--- src/rtl/edge_mag.sv ---
// rtl/edge_mag.sv - Three-stage |gx|+|gy| edge magnitude with threshold and row/frame markers.
module edge_mag #(
    parameter int OUT_W = 3,
    parameter int OUT_H = 3,
    parameter int SHIFT = 0
) (
    input  logic        clk,
    input  logic        reset,
    input  logic [15:0] gx_in,
    input  logic [15:0] gy_in,
    input  logic        valid_in,
    input  logic [7:0]  thresh,
    output logic [7:0]  mag_out,
    output logic        edge_out,
    output logic        valid_out,
    output logic        eol,
    output logic        eof
);

    localparam int CW = (OUT_W > 1) ? $clog2(OUT_W) : 1;
    localparam int RW = (OUT_H > 1) ? $clog2(OUT_H) : 1;
    localparam logic [CW-1:0] COL_LAST = CW'(OUT_W - 1);
    localparam logic [RW-1:0] ROW_LAST = RW'(OUT_H - 1);

    logic [2:0]    vld;
    logic [16:0]   abs_x;
    logic [16:0]   abs_y;
    logic [17:0]   sum;
    logic [17:0]   shifted;
    logic [7:0]    sat;
    logic [CW-1:0] col;
    logic [RW-1:0] row;

    // 17-bit result so that |-32768| is representable without wrapping.
    function automatic logic [16:0] abs16(input logic [15:0] v);
        return v[15] ? (~{1'b1, v} + 17'd1) : {1'b0, v};
    endfunction

    assign shifted   = sum >> SHIFT;
    assign sat       = (shifted > 18'd255) ? 8'hFF : shifted[7:0];
    assign valid_out = vld[2];
    assign eol       = valid_out & (col == COL_LAST);
    assign eof       = eol & (row == ROW_LAST);

    always_ff @(posedge clk) begin
        if (reset) begin
            vld      <= 3'b000;
            abs_x    <= '0;
            abs_y    <= '0;
            sum      <= '0;
            mag_out  <= '0;
            edge_out <= 1'b0;
        end else begin
            vld   <= {vld[1:0], valid_in};
            abs_x <= abs16(gx_in);
            abs_y <= abs16(gy_in);
            sum   <= {1'b0, abs_x} + {1'b0, abs_y};
            // Output registers hold their last value across bubbles.
            if (vld[1]) begin
                mag_out  <= sat;
                edge_out <= (sat > thresh);
            end
        end
    end

    always_ff @(posedge clk) begin
        if (reset) begin
            col <= '0;
            row <= '0;
        end else if (valid_out) begin
            if (col == COL_LAST) begin
                col <= '0;
                row <= (row == ROW_LAST) ? '0 : row + RW'(1);
            end else begin
                col <= col + CW'(1);
            end
        end
    end

endmodule
--- config.mk ---
export PLATFORM = sky130hd
export DESIGN_NAME = edge_mag
export DESIGN_NICKNAME = d
export VERILOG_FILES = /design/src/rtl/edge_mag.sv
export SDC_FILE = /design/constraint.sdc
export NUM_CORES = 1
export LEC_CHECK = 0
export CORE_ASPECT_RATIO = 1.5
export CORE_MARGIN = 5
export CORE_UTILIZATION = 59
export DETAILED_ROUTE_END_ITERATION = 7
export GPL_ROUTABILITY_DRIVEN = 0
export PLACE_DENSITY = 0.94
export REMOVE_ABC_BUFFERS = 1
export SETUP_SLACK_MARGIN = 0.1
export SYNTH_ARGS = -nofsm -noshare
export SYNTH_HDL_FRONTEND = slang
export SYNTH_SLANG_ARGS = --single-unit
export TNS_END_PERCENT = 100
--- constraint.sdc ---
create_clock -name clk -period 4.6 [get_ports clk]
set_input_delay 1.38 -clock clk [delete_from_list [all_inputs] [get_ports clk]]
set_output_delay 1.38 -clock clk [all_outputs]
set_load 0.005 [all_outputs]
==> results of run 1 <==
cell type report:
cell class                      count  area [sq um]
Inverter                           28           105
Fill cell                         432          1660
Tap cell                           74          92.6
Timing Repair Buffer               56           551
Sequential cell                    68          1360
Multi-Input combinational cell    316          2180
Clock inverter                      2          35.0
Clock buffer                       13           149
per-layer routing:
layer,GRT usage [%],up-vias
met5,0,-
met4,10.7,0
met3,4.22,29
met2,40.3,108
met1,21.6,1430
li1,-,1580
layout by cell type (no fill, tap or decap), types with 3 or more instances in the layout:
cell | synthesis | final
nor2_1 | 82 | 82
dfxtp_1 | 68 | 68
clkdlybuf4s50_1 | 0 | 53
inv_1 | 28 | 28
ha_1 | 27 | 27
xor2_1 | 26 | 26
nand2_1 | 20 | 20
a21oi_1 | 18 | 18
nor2b_1 | 14 | 14
a211oi_1 | 12 | 12
nor3_1 | 11 | 11
clkbuf_8 | 0 | 10
o21ai_1 | 8 | 8
o21ai_0 | 8 | 8
mux2_1 | 7 | 7
o31ai_1 | 6 | 6
nand3_1 | 4 | 4
nand2b_1 | 4 | 4
o41ai_2 | 4 | 4
xnor2_1 | 4 | 4
a21o_1 | 4 | 4
o21a_1 | 4 | 4
nor4_1 | 3 | 3
nor4_2 | 3 | 3
nand4b_1 | 3 | 3
mux2i_1 | 3 | 3
nand4_1 | 3 | 3
clkbuf_1 | 7 | 3
state kept, by name (all words and copies together) (netlist names):
name and flops:
abs_x 17, abs_y 17, col 2, edge_out 1, mag_out 8, row 2, shifted 18, vld 3
worst register-to-register path, stage by stage, from the launching register on:
cell and delay [ns]:
dfxtp_1 0.30, nor4_1 0.36, nand3_1 0.32, nor2_1 0.21
inv_1 0.07, ha_1 0.29, nor2b_1 0.14, o21a_1 0.15
o21ai_0 0.16, a21oi_1 0.09, o21a_1 0.18
worst max-delay path by stage:
stage,from,end,slack (ns),cells after the start
after global placement,gy_in[4],abs_y[14],1.53,6
after detailed placement,gy_in[4],abs_y[14],1.41,6
after floorplan,thresh[1],edge_out,2.15,7
final,col[0],eof,1.57,3
after CTS,col[0],eof,1.55,3
after global routing,col[0],eof,1.46,3
cell usage after synthesis, types with 4 or more instances:
| master | count | area, sq um |
|---|---|---|
| nor2_1 | 82 | 308 |
| dfxtp_1 | 68 | 1360 |
| inv_1 | 28 | 105 |
| ha_1 | 27 | 338 |
| xor2_1 | 26 | 228 |
| nand2_1 | 20 | 75.1 |
| a21oi_1 | 18 | 90.1 |
| nor2b_1 | 14 | 87.6 |
| a211oi_1 | 12 | 90.1 |
| nor3_1 | 11 | 55.1 |
| o21ai_0 | 8 | 40.0 |
| o21ai_1 | 8 | 40.0 |
| clkbuf_1 | 7 | 26.3 |
| mux2_1 | 7 | 78.8 |
| o31ai_1 | 6 | 45.0 |
| buf_1 | 5 | 18.8 |
| a21o_1 | 4 | 30.0 |
| nand2b_1 | 4 | 25.0 |
| nand3_1 | 4 | 20.0 |
| o21a_1 | 4 | 30.0 |
| o41ai_2 | 4 | 65.1 |
| xnor2_1 | 4 | 35.0 |
report_power, final:
| group | total (W) | leakage [nW] | internal, W | switching [W] |
|---|---|---|---|---|
| Sequential | 0.000652 | 0.563 | 0.000635 | 0.0000169 |
| Combinational | 0.000304 | 1.20 | 0.000141 | 0.000163 |
| Clock | 0.000461 | 0.0935 | 0.000262 | 0.000199 |
| Total | 0.00142 | 1.85 | 0.00104 | 0.000380 |
stage by stage:
stage	power (W)	cell area (sq um)	std cells	utilization (%)	hold slack [ns]
final	0.00142	4470	557	73.0	0.454
after CTS	0.00142	4470	557	73.0	0.458
after detailed placement	0.000963	4290	542	70.0	0.441
after floorplan	0.000847	3650	412	-	0.414
after global placement	0.000949	4290	542	70.0	0.420
after global routing	0.00149	4470	557	73.0	0.474
kinds of logic (layout without fill, tap and decap cells):
group	after synthesis	count (layout)	synth area share [%]
compound gates	83	83	16.4
xor+xnor	30	30	7.07
mux	10	10	2.93
simple gates	163	163	22.5
flops	68	68	36.6
buf+inv	43	99	4.78
other cells	1	2	0.101
fa+ha+maj	28	28	9.63
==> key figures, run 1 <==
Yosys
  • Post-synth ARST share: 0%
  • Avg Cell Area, Syn: roughly 8.7 sq um
  • Syn Std Cell Area: 3710 sq um
  • Post-synth EDFFs: 0
  • Post-synthesis cell count: 426
  • Synth warn: 0
  • Most used DFF post-synth: dfxtp_1
  • Count of different cell masters after synthesis: 55
  • Post-synthesis sequential area ratio: 36.6%
  • Synthesized flop and latch total: between 60 and 70

Timing
  • Worst Slack Setup Final: 1.57 ns
  • Max Clk Rate: 330 MHz
  • Clock Skew: 0.00626 ns
  • Fin. max-slew vios: 0
  • Setup tns final: 0 ns
  • Setup violators final: 0
  • RSZ-0062 raised after global routing: no
  • Final Cycle Share: 66.0%
  • Final Hold Vio Count: 0
  • Slew margin rel.: a little under half
  • Minimum clock period: 3.03 ns
  • Worst Tran Pin Value: just over 0.8 ns

Floorplan
  • Total core area: 6130 sq um
  • I/O pins: 55
  • Die area: between 8000 and 9000 sq um
  • Site row count: 35
  • Die width: 74.8 microns
  • Die Y: 107 microns
  • Initial core utilization: 60.6%

Outcome
  • Status: finished, final reports clean

Place
  • DP Worst Slack: 1.41 ns
  • Number of port buffers: 54
  • Dpl hpwl: 5.98 mm

Detailed routing
  • M1 WL: ~2.9 mm
  • Max Used Layer: met4
  • Routed len/inst: 14.2 microns
  • First-pass DRT Iterations: 4
  • # DRC: 0
  • Antenna viol nets, final: 0
  • Routed WL: 7.89 mm
  • Vias per cell: 5.65
  • Met3 Routed Length: 362 microns
  • Initial DRC Count: between 100 and 150
  • Vias: ~3,100
  • WL met2: 4.28 mm

Setup path
  • Crit Path Max Fanout: 6
  • CP arrival: between 1.5 and 2 ns
  • Top Family by Delay on Critical Path: buffers and inverters
  • Crit-path cells: nand3b_1, nor3b_1, clkdlybuf4s50_1
  • Crit-path slowest cell: clkdlybuf4s50_1
  • Worst setup SP type: flip-flop
  • Flop2flop setup slack: 2.23 ns
  • R2R Path End: edge_out
  • CP max stage delay: around 0.53 ns
  • Bufs and invs on worst path: 1
  • Critical path capture point type: output port
  • Reg-to-reg startpoint: shifted[16]
  • Req. time, crit path: 3.22 ns
  • Worst R2R Path Depth: 10
  • WS Path Type: reg2out

Clock tree
  • H-tree depth: 3
  • CTS Buf Count: 9
  • # hold bufs at CTS: 0
  • Post-cts resize count: 0
  • # clock sinks: approximately 70
  • # Post-CTS Setup Buffers: 0
  • Root Buffer: clkbuf_8
  • Clock buffer depth: 2
  • CTS tree: done
  • Clk_lat worst skew: 0.34 ns
  • Clock transition at path regs: 0.07 ns

Finish
  • Final nets: 550
  • Layout cells sized above 1: 7.66%
  • Synth-to-layout area growth: 20.4%
  • # diodes: 0

Power
  • Pwr Density: 317 nW/um^2
  • Maximum VDD drop: slightly below 0.0002 V
  • Leakage power: 1.85 nW

Global route
  • First-pass GRT wire length: 13.6 mm
  • GRT Residual Overflow: 0
  • Global-route usage over all layers: 21.6%
  • Number of global-route vias before repair: 3,224
  • Largest net degree at the start of global routing: 50
  • Initial antenna violation count: 0

Worst hold path
  • Hold wc startpoint: vld[0]
  • Tightest Hold Check Type: reg2reg
  • Hold-critical path depth: 1
  • Worst hold endpoint: vld[1]

Job
  • MaxCap Viol Count: 0
No activity file was read; power rests on OpenSTA's default activity.
==> inputs of run 2 (changes only) <==
CORE_UTILIZATION = 54   (was 59)
PLACE_DENSITY = 0.88   (was 0.94)
clock period = 2.8 ns   (was 4.6 ns; I/O delays follow)
==> run 2 against run 1 <==
Die area increased by 8.2%. Hold slack improved by 0.0030 ns. Final area rose by 0.92%. Critical path type unchanged.
==> key figures, run 2 (same netlist as run 1, synthesis figures left out) <==
Outcome
  • Status: finished, final reports clean (unchanged)

Finish
  • Util after Layout: 66.3% (was 73.0%)
  • Most frequent cells in the layout: nor2_1 (82), dfxtp_1 (68), clkdlybuf4s50_1 (53) (unchanged)
  • Final nets: 554 (was 550)
  • Number of flip-flops in the largest register: 18 (unchanged)
  • Finished Cell Area: 4510 sq um (was 4470 sq um)
  • Post-route insts no fill: 564 (was 557)
  • Fill count: 549 (was 432)
  • Layout cells sized above 1: 8.64% (was 7.66%)
  • # diodes: 0 (unchanged)
  • Synth-to-layout area growth: 21.5% (was 20.4%)
  • Commonest non-fill, non-tap cell in the layout: nor2_1 (unchanged)

Worst hold path
  • Tightest Hold Check Type: reg2reg (unchanged)
  • Hold wc startpoint: vld[0] (unchanged)
  • Hold-critical path depth: 1 (unchanged)
  • Worst hold endpoint: vld[1] (unchanged)

Power
  • Sw frac: 26.7% (was 26.8%)
  • Combinational share of power: 21.5% (about the same)
  • Sequential Power Share: 45.6% (was 46.0%)
  • NetSw: 0.000628 W (was 0.000380 W)
  • Pwr Density: 522 nW/um^2 (was 317 nW/um^2)
  • Pint: 0.00173 W (was 0.00104 W)
  • Leakage power: 1.88 nW (was 1.85 nW)
  • Part of the power in the clock network: 33.0% (was 32.5%)
  • Maximum VDD drop: 0.000345 V (was 0.000196 V)

Detailed routing
  • First-pass DRT Iterations: 4 (unchanged)
  • Vias: 3,148 (was 3,147)
  • Routed len/inst: 14.2 microns (about the same)
  • Antenna viol nets, final: 0 (unchanged)
  • Routed WL: 8.01 mm (was 7.89 mm)
  • # DRC: 0 (unchanged)
  • Vias per cell: 5.58 (was 5.65)
  • Initial DRC Count: 155 (was 148)

Setup path
  • Flop2flop setup slack: 0.38 ns (was 2.23 ns)
  • Crit-path slowest cell: clkdlybuf4s50_1 (unchanged)
  • Crit Path Max Fanout: 6 (unchanged)
  • Worst setup SP type: flip-flop (unchanged)
  • Crit-path cells: nand3b_1, nor3b_1, clkdlybuf4s50_1 (unchanged)
  • CP max stage delay: 0.53 ns (about the same)
  • Bufs and invs on worst path: 1 (unchanged)
  • Top Family by Delay on Critical Path: buffers and inverters (unchanged)
  • CP arrival: 1.67 ns (was 1.65 ns)
  • Worst setup path start: col[0] (unchanged)
  • Req. time, crit path: 1.96 ns (was 3.22 ns)
  • WS Path Type: reg2out (unchanged)
  • R2R Path End: edge_out (unchanged)
  • Reg-to-reg startpoint: shifted[16] (unchanged)
  • Critical path capture point type: output port (unchanged)
  • Worst R2R Path Depth: 10 (unchanged)

Clock tree
  • CTS Buf Count: 9 (unchanged)
  • CTS tree: done (unchanged)
  • Clk_lat worst skew: 0.34 ns (about the same)
  • Clock transition at path regs: 0.07 ns (about the same)
  • Clock buffer depth: 2 (unchanged)
  • H-tree depth: 3 (unchanged)
  • Post-cts resize count: 0 (unchanged)
  • Root Buffer: clkbuf_8 (unchanged)
  • # Post-CTS Setup Buffers: 0 (unchanged)
  • # hold bufs at CTS: 0 (unchanged)
  • # clock sinks: 68 (unchanged)

Place
  • Post-DP Area: 4320 sq um (was 4290 sq um)
  • DP Cell Count: 550 (was 542)
  • Number of port buffers: 54 (unchanged)
  • Dpl hpwl: 6.05 mm (was 5.98 mm)

Timing
  • Setup violators final: 0 (unchanged)
  • Final Hold Vio Count: 0 (unchanged)
  • RSZ-0062 raised after global routing: no (unchanged)
  • Slew margin rel.: 57.5% (was 45.8%)
  • Minimum clock period: 2.51 ns
  • Setup tns final: 0 ns (unchanged)
  • Worst Tran Pin Value: 0.638 ns (was 0.813 ns)
  • Final Cycle Share: 89.5%
  • Clock Skew: 0.00716 ns (was 0.00626 ns)
  • Fin. max-slew vios: 0 (unchanged)
  • Hold_ws: 0.457 ns (was 0.454 ns)
  • Max Clk Rate: 399 MHz

Floorplan
  • Site row count: 37 (was 35)
  • Initial core utilization: 54.6% (was 60.6%)
  • Total core area: 6810 sq um (was 6130 sq um)
  • Die area: 8670 sq um (was 8020 sq um)
  • I/O pins: 55 (unchanged)
  • Die width: 77.7 microns (was 74.8 microns)
  • Die Y: 112 microns (was 107 microns)

Global route
  • Met1 usage: 18.3% (was 21.6%)
  • Initial antenna violation count: 0 (unchanged)
  • M3 GR Usage: 3.88% (was 4.22%)
  • Largest net degree at the start of global routing: 38 (was 50)
  • Number of global-route vias before repair: 3,268 (was 3,224)
  • Gr busiest metal: met2 (unchanged)
  • First-pass GRT wire length: 13.7 mm (was 13.6 mm)
  • GRT Residual Overflow: 0 (unchanged)
  • GR Util met2: 36.7% (was 40.3%)
  • Global-route usage over all layers: 19.1% (was 21.6%)

Job
  • MaxCap Viol Count: 0 (unchanged)
[run 2: cell count changes in the layout (fill, tap and decap cells not counted)]
cell	previous run	this run
clkbuf_8	10	11
buf_4	2	6
clkbuf_1	3	1
[run 2: worst reg2reg max path, cell delays in order, from the launching register on]
cell and delay (ns):
dfxtp_1 0.30, nor4_1 0.37, nand3_1 0.32, nor2_1 0.24, inv_1 0.07, ha_1 0.29, nor2b_1 0.14, o21a_1 0.15
o21ai_0 0.17, a21oi_1 0.09, o21a_1 0.18
[run 2: stage by stage]
stage	worst slack (ns)	power, W
finish	0.295	0.00236
floorplan	0.809	0.00139
global route	0.149	0.00250
CTS	0.263	0.00238
global placement	0.265	0.00156
detailed placement	0.151	0.00159
[run 2: routing by layer]
layer | vias up | wire length (microns)
met2 | 92 | 4580
met5 | - | 0
met3 | 14 | 401
met1 | 1459 | 2850
met4 | 0 | 165
li1 | 1583 | -
[run 2: power groups by stage]
stage                     clock network (W)  logic [W]  registers (W)
after floorplan                           0   0.000307        0.00108
after global placement                    0   0.000474        0.00109
after detailed placement                  0   0.000496        0.00109
after CTS                          0.000799   0.000505        0.00107
after global routing               0.000845   0.000569        0.00108
final                              0.000777   0.000506        0.00107
[run 2: cell type report]
class / instances / area [sq um] / area share [%]
inverters: 28 / 105 / 2.33
flip-flops and latches: 68 / 1360 / 30.2
repair buffers: 60 / 581 / 12.9
well taps: 78 / 97.6 / 2.16
clock buffers: 12 / 155 / 3.44
clock inverters: 2 / 35.0 / 0.776
multi-input cells: 316 / 2180 / 48.3
[run 2: worst max path at each step]
stage                endpoint  slack, ns  cells after the start
floorplan            edge_out       0.81                     10
global placement    abs_x[14]       0.26                      6
detailed placement  abs_x[10]       0.15                      6
CTS                       eof       0.26                      3
global route              eof       0.15                      3
finish                    eof       0.29                      3
==> inputs of run 3 (changes only) <==
MAX_ROUTING_LAYER = met4   (was unset)
==> run 3 against run 2 <==
Sequential power barely moved. Register-to-register slack barely moved. Critical path type unchanged. Combinational power barely moved. Clock skew fell by 0.00051 ns. Largest power group unchanged.
==> key figures, run 3 (same netlist as run 1, synthesis figures left out) <==
Timing
  • Worst Slack Setup Final: 0.296 ns (was 0.295 ns)
  • Setup tns final: 0 ns (unchanged)
  • Slew margin rel.: 57.8% (was 57.5%)
  • Final Hold Vio Count: 0 (unchanged)
  • Setup violators final: 0 (unchanged)
  • Hold_ws: 0.457 ns (about the same)
  • Clock Skew: 0.00665 ns (was 0.00716 ns)
  • Worst Tran Pin Value: 0.632 ns (was 0.638 ns)
  • RSZ-0062 raised after global routing: no (unchanged)
  • Fin. max-slew vios: 0 (unchanged)
  • Minimum clock period: 2.50 ns (was 2.51 ns)
  • Final Cycle Share: 89.4% (was 89.5%)
  • Max Clk Rate: 399 MHz (about the same)

Clock tree
  • Root Buffer: clkbuf_8 (unchanged)
  • CTS tree: done (unchanged)
  • Clk_lat worst skew: 0.33 ns (was 0.34 ns)
  • H-tree depth: 3 (unchanged)
  • # Post-CTS Setup Buffers: 0 (unchanged)
  • # clock sinks: 68 (unchanged)
  • Clock transition at path regs: 0.07 ns (about the same)
  • Clock buffer depth: 2 (unchanged)
  • # hold bufs at CTS: 0 (unchanged)
  • CTS Buf Count: 9 (unchanged)
  • Post-cts resize count: 0 (unchanged)

Floorplan
  • Die area: 8670 sq um (unchanged)
  • Die width: 77.7 microns (unchanged)
  • Die Y: 112 microns (unchanged)
  • I/O pins: 55 (unchanged)
  • Initial core utilization: 54.6% (unchanged)
  • Total core area: 6810 sq um (unchanged)
  • Site row count: 37 (unchanged)

Setup path
  • WS Path Type: reg2out (unchanged)
  • Worst setup SP type: flip-flop (unchanged)
  • Critical path capture point type: output port (unchanged)
  • CP arrival: 1.66 ns (was 1.67 ns)
  • Req. time, crit path: 1.96 ns (about the same)
  • Crit Path Max Fanout: 6 (unchanged)

Global route
  • Number of global-route vias before repair: 3,271 (was 3,268)
  • M3 GR Usage: 3.48% (was 3.88%)
  • Global-route usage over all layers: 19.6% (was 19.1%)
  • Initial antenna violation count: 0 (unchanged)
  • Gr busiest metal: met2 (unchanged)
  • First-pass GRT wire length: 13.7 mm (unchanged)
  • Largest net degree at the start of global routing: 38 (unchanged)
  • GRT Residual Overflow: 0 (unchanged)
  • GR Util met2: 36.7% (unchanged)
  • Met1 usage: 18.4% (was 18.3%)

Power
  • Sequential Power Share: 45.5% (was 45.6%)
  • Pint: 0.00173 W (unchanged)
  • Pwr Density: 522 nW/um^2 (about the same)
  • Leakage power: 1.88 nW (unchanged)
  • NetSw: 0.000628 W (about the same)
  • Maximum VDD drop: 0.000346 V (was 0.000345 V)
  • Part of the power in the clock network: 33.0% (about the same)
  • Sw frac: 26.7% (about the same)
  • Combinational share of power: 21.5% (about the same)

Finish
  • # diodes: 0 (unchanged)
  • Layout cells sized above 1: 8.64% (unchanged)
  • Final nets: 554 (unchanged)
  • Number of flip-flops in the largest register: 18 (unchanged)
  • Synth-to-layout area growth: 21.5% (unchanged)
  • Commonest non-fill, non-tap cell in the layout: nor2_1 (unchanged)
  • Util after Layout: 66.3% (unchanged)
  • Most frequent cells in the layout: nor2_1 (82), dfxtp_1 (68), clkdlybuf4s50_1 (53) (unchanged)
  • Post-route insts no fill: 564 (unchanged)

Job
  • MaxCap Viol Count: 0 (unchanged)

Place
  • Dpl hpwl: 6.05 mm (unchanged)
  • DP Cell Count: 550 (unchanged)
  • DP Worst Slack: 0.151 ns (unchanged)
  • Number of port buffers: 54 (unchanged)

Detailed routing
  • Vias per cell: 5.58 (about the same)
  • Routed len/inst: 14.3 microns (was 14.2 microns)
  • Initial DRC Count: 150 (was 155)
  • # DRC: 0 (unchanged)
  • First-pass DRT Iterations: 4 (unchanged)
  • Antenna viol nets, final: 0 (unchanged)
  • Vias: 3,147 (was 3,148)
  • Routed WL: 8.04 mm (was 8.01 mm)

Outcome
  • Status: finished, final reports clean (unchanged)

Worst hold path
  • Tightest Hold Check Type: reg2reg (unchanged)
==> run 3: power by group through the flow <==
stage               combinational (W)  clock, W  sequential, W
finish                       0.000506  0.000777        0.00107
global route                 0.000569  0.000845        0.00108
CTS                          0.000505  0.000799        0.00107
detailed placement           0.000496         0        0.00109
global placement             0.000474         0        0.00109
floorplan                    0.000307         0        0.00108
==> run 3: path summary, 6_finish.rpt <==
kind              cells past startpoint        start       end  slack, ns
setup / recovery                      3       col[0]       eof       0.30
setup reg to reg                     10  shifted[16]  edge_out       0.38
hold reg to reg                       1       vld[0]    vld[1]       0.46
hold / removal                        1       vld[0]    vld[1]       0.46
==> run 3: final cells by class <==
class	count	area [sq um]
fill	549	2290
multi-input combinational	316	2180
sequential	68	1360
timing repair buffer	60	581
clock buffer	12	155
inverter	28	105
tap	78	97.6
clock inverter	2	35.0
==> run 3: per-layer routing <==
layer | part of all wire (%) | up-vias
met1 | 36 | 1456
li1 | - | 1586
met2 | 57 | 91
met3 | 4.9 | 14
met4 | 1.9 | 0
met5 | 0 | -
==> run 3: stage by stage <==
step	power, W	area (sq um)
after floorplan	0.00139	3650
after global placement	0.00156	4320
after detailed placement	0.00159	4320
after CTS	0.00238	4510
after global routing	0.00249	4510
final	0.00236	4510
==> run 3: worst max-delay path, cell delays in order (launching register included) <==
cell	delay, ns
dfxtp_1	0.33
nand3b_1	0.25
nor3b_1	0.23
clkdlybuf4s50_1	0.53
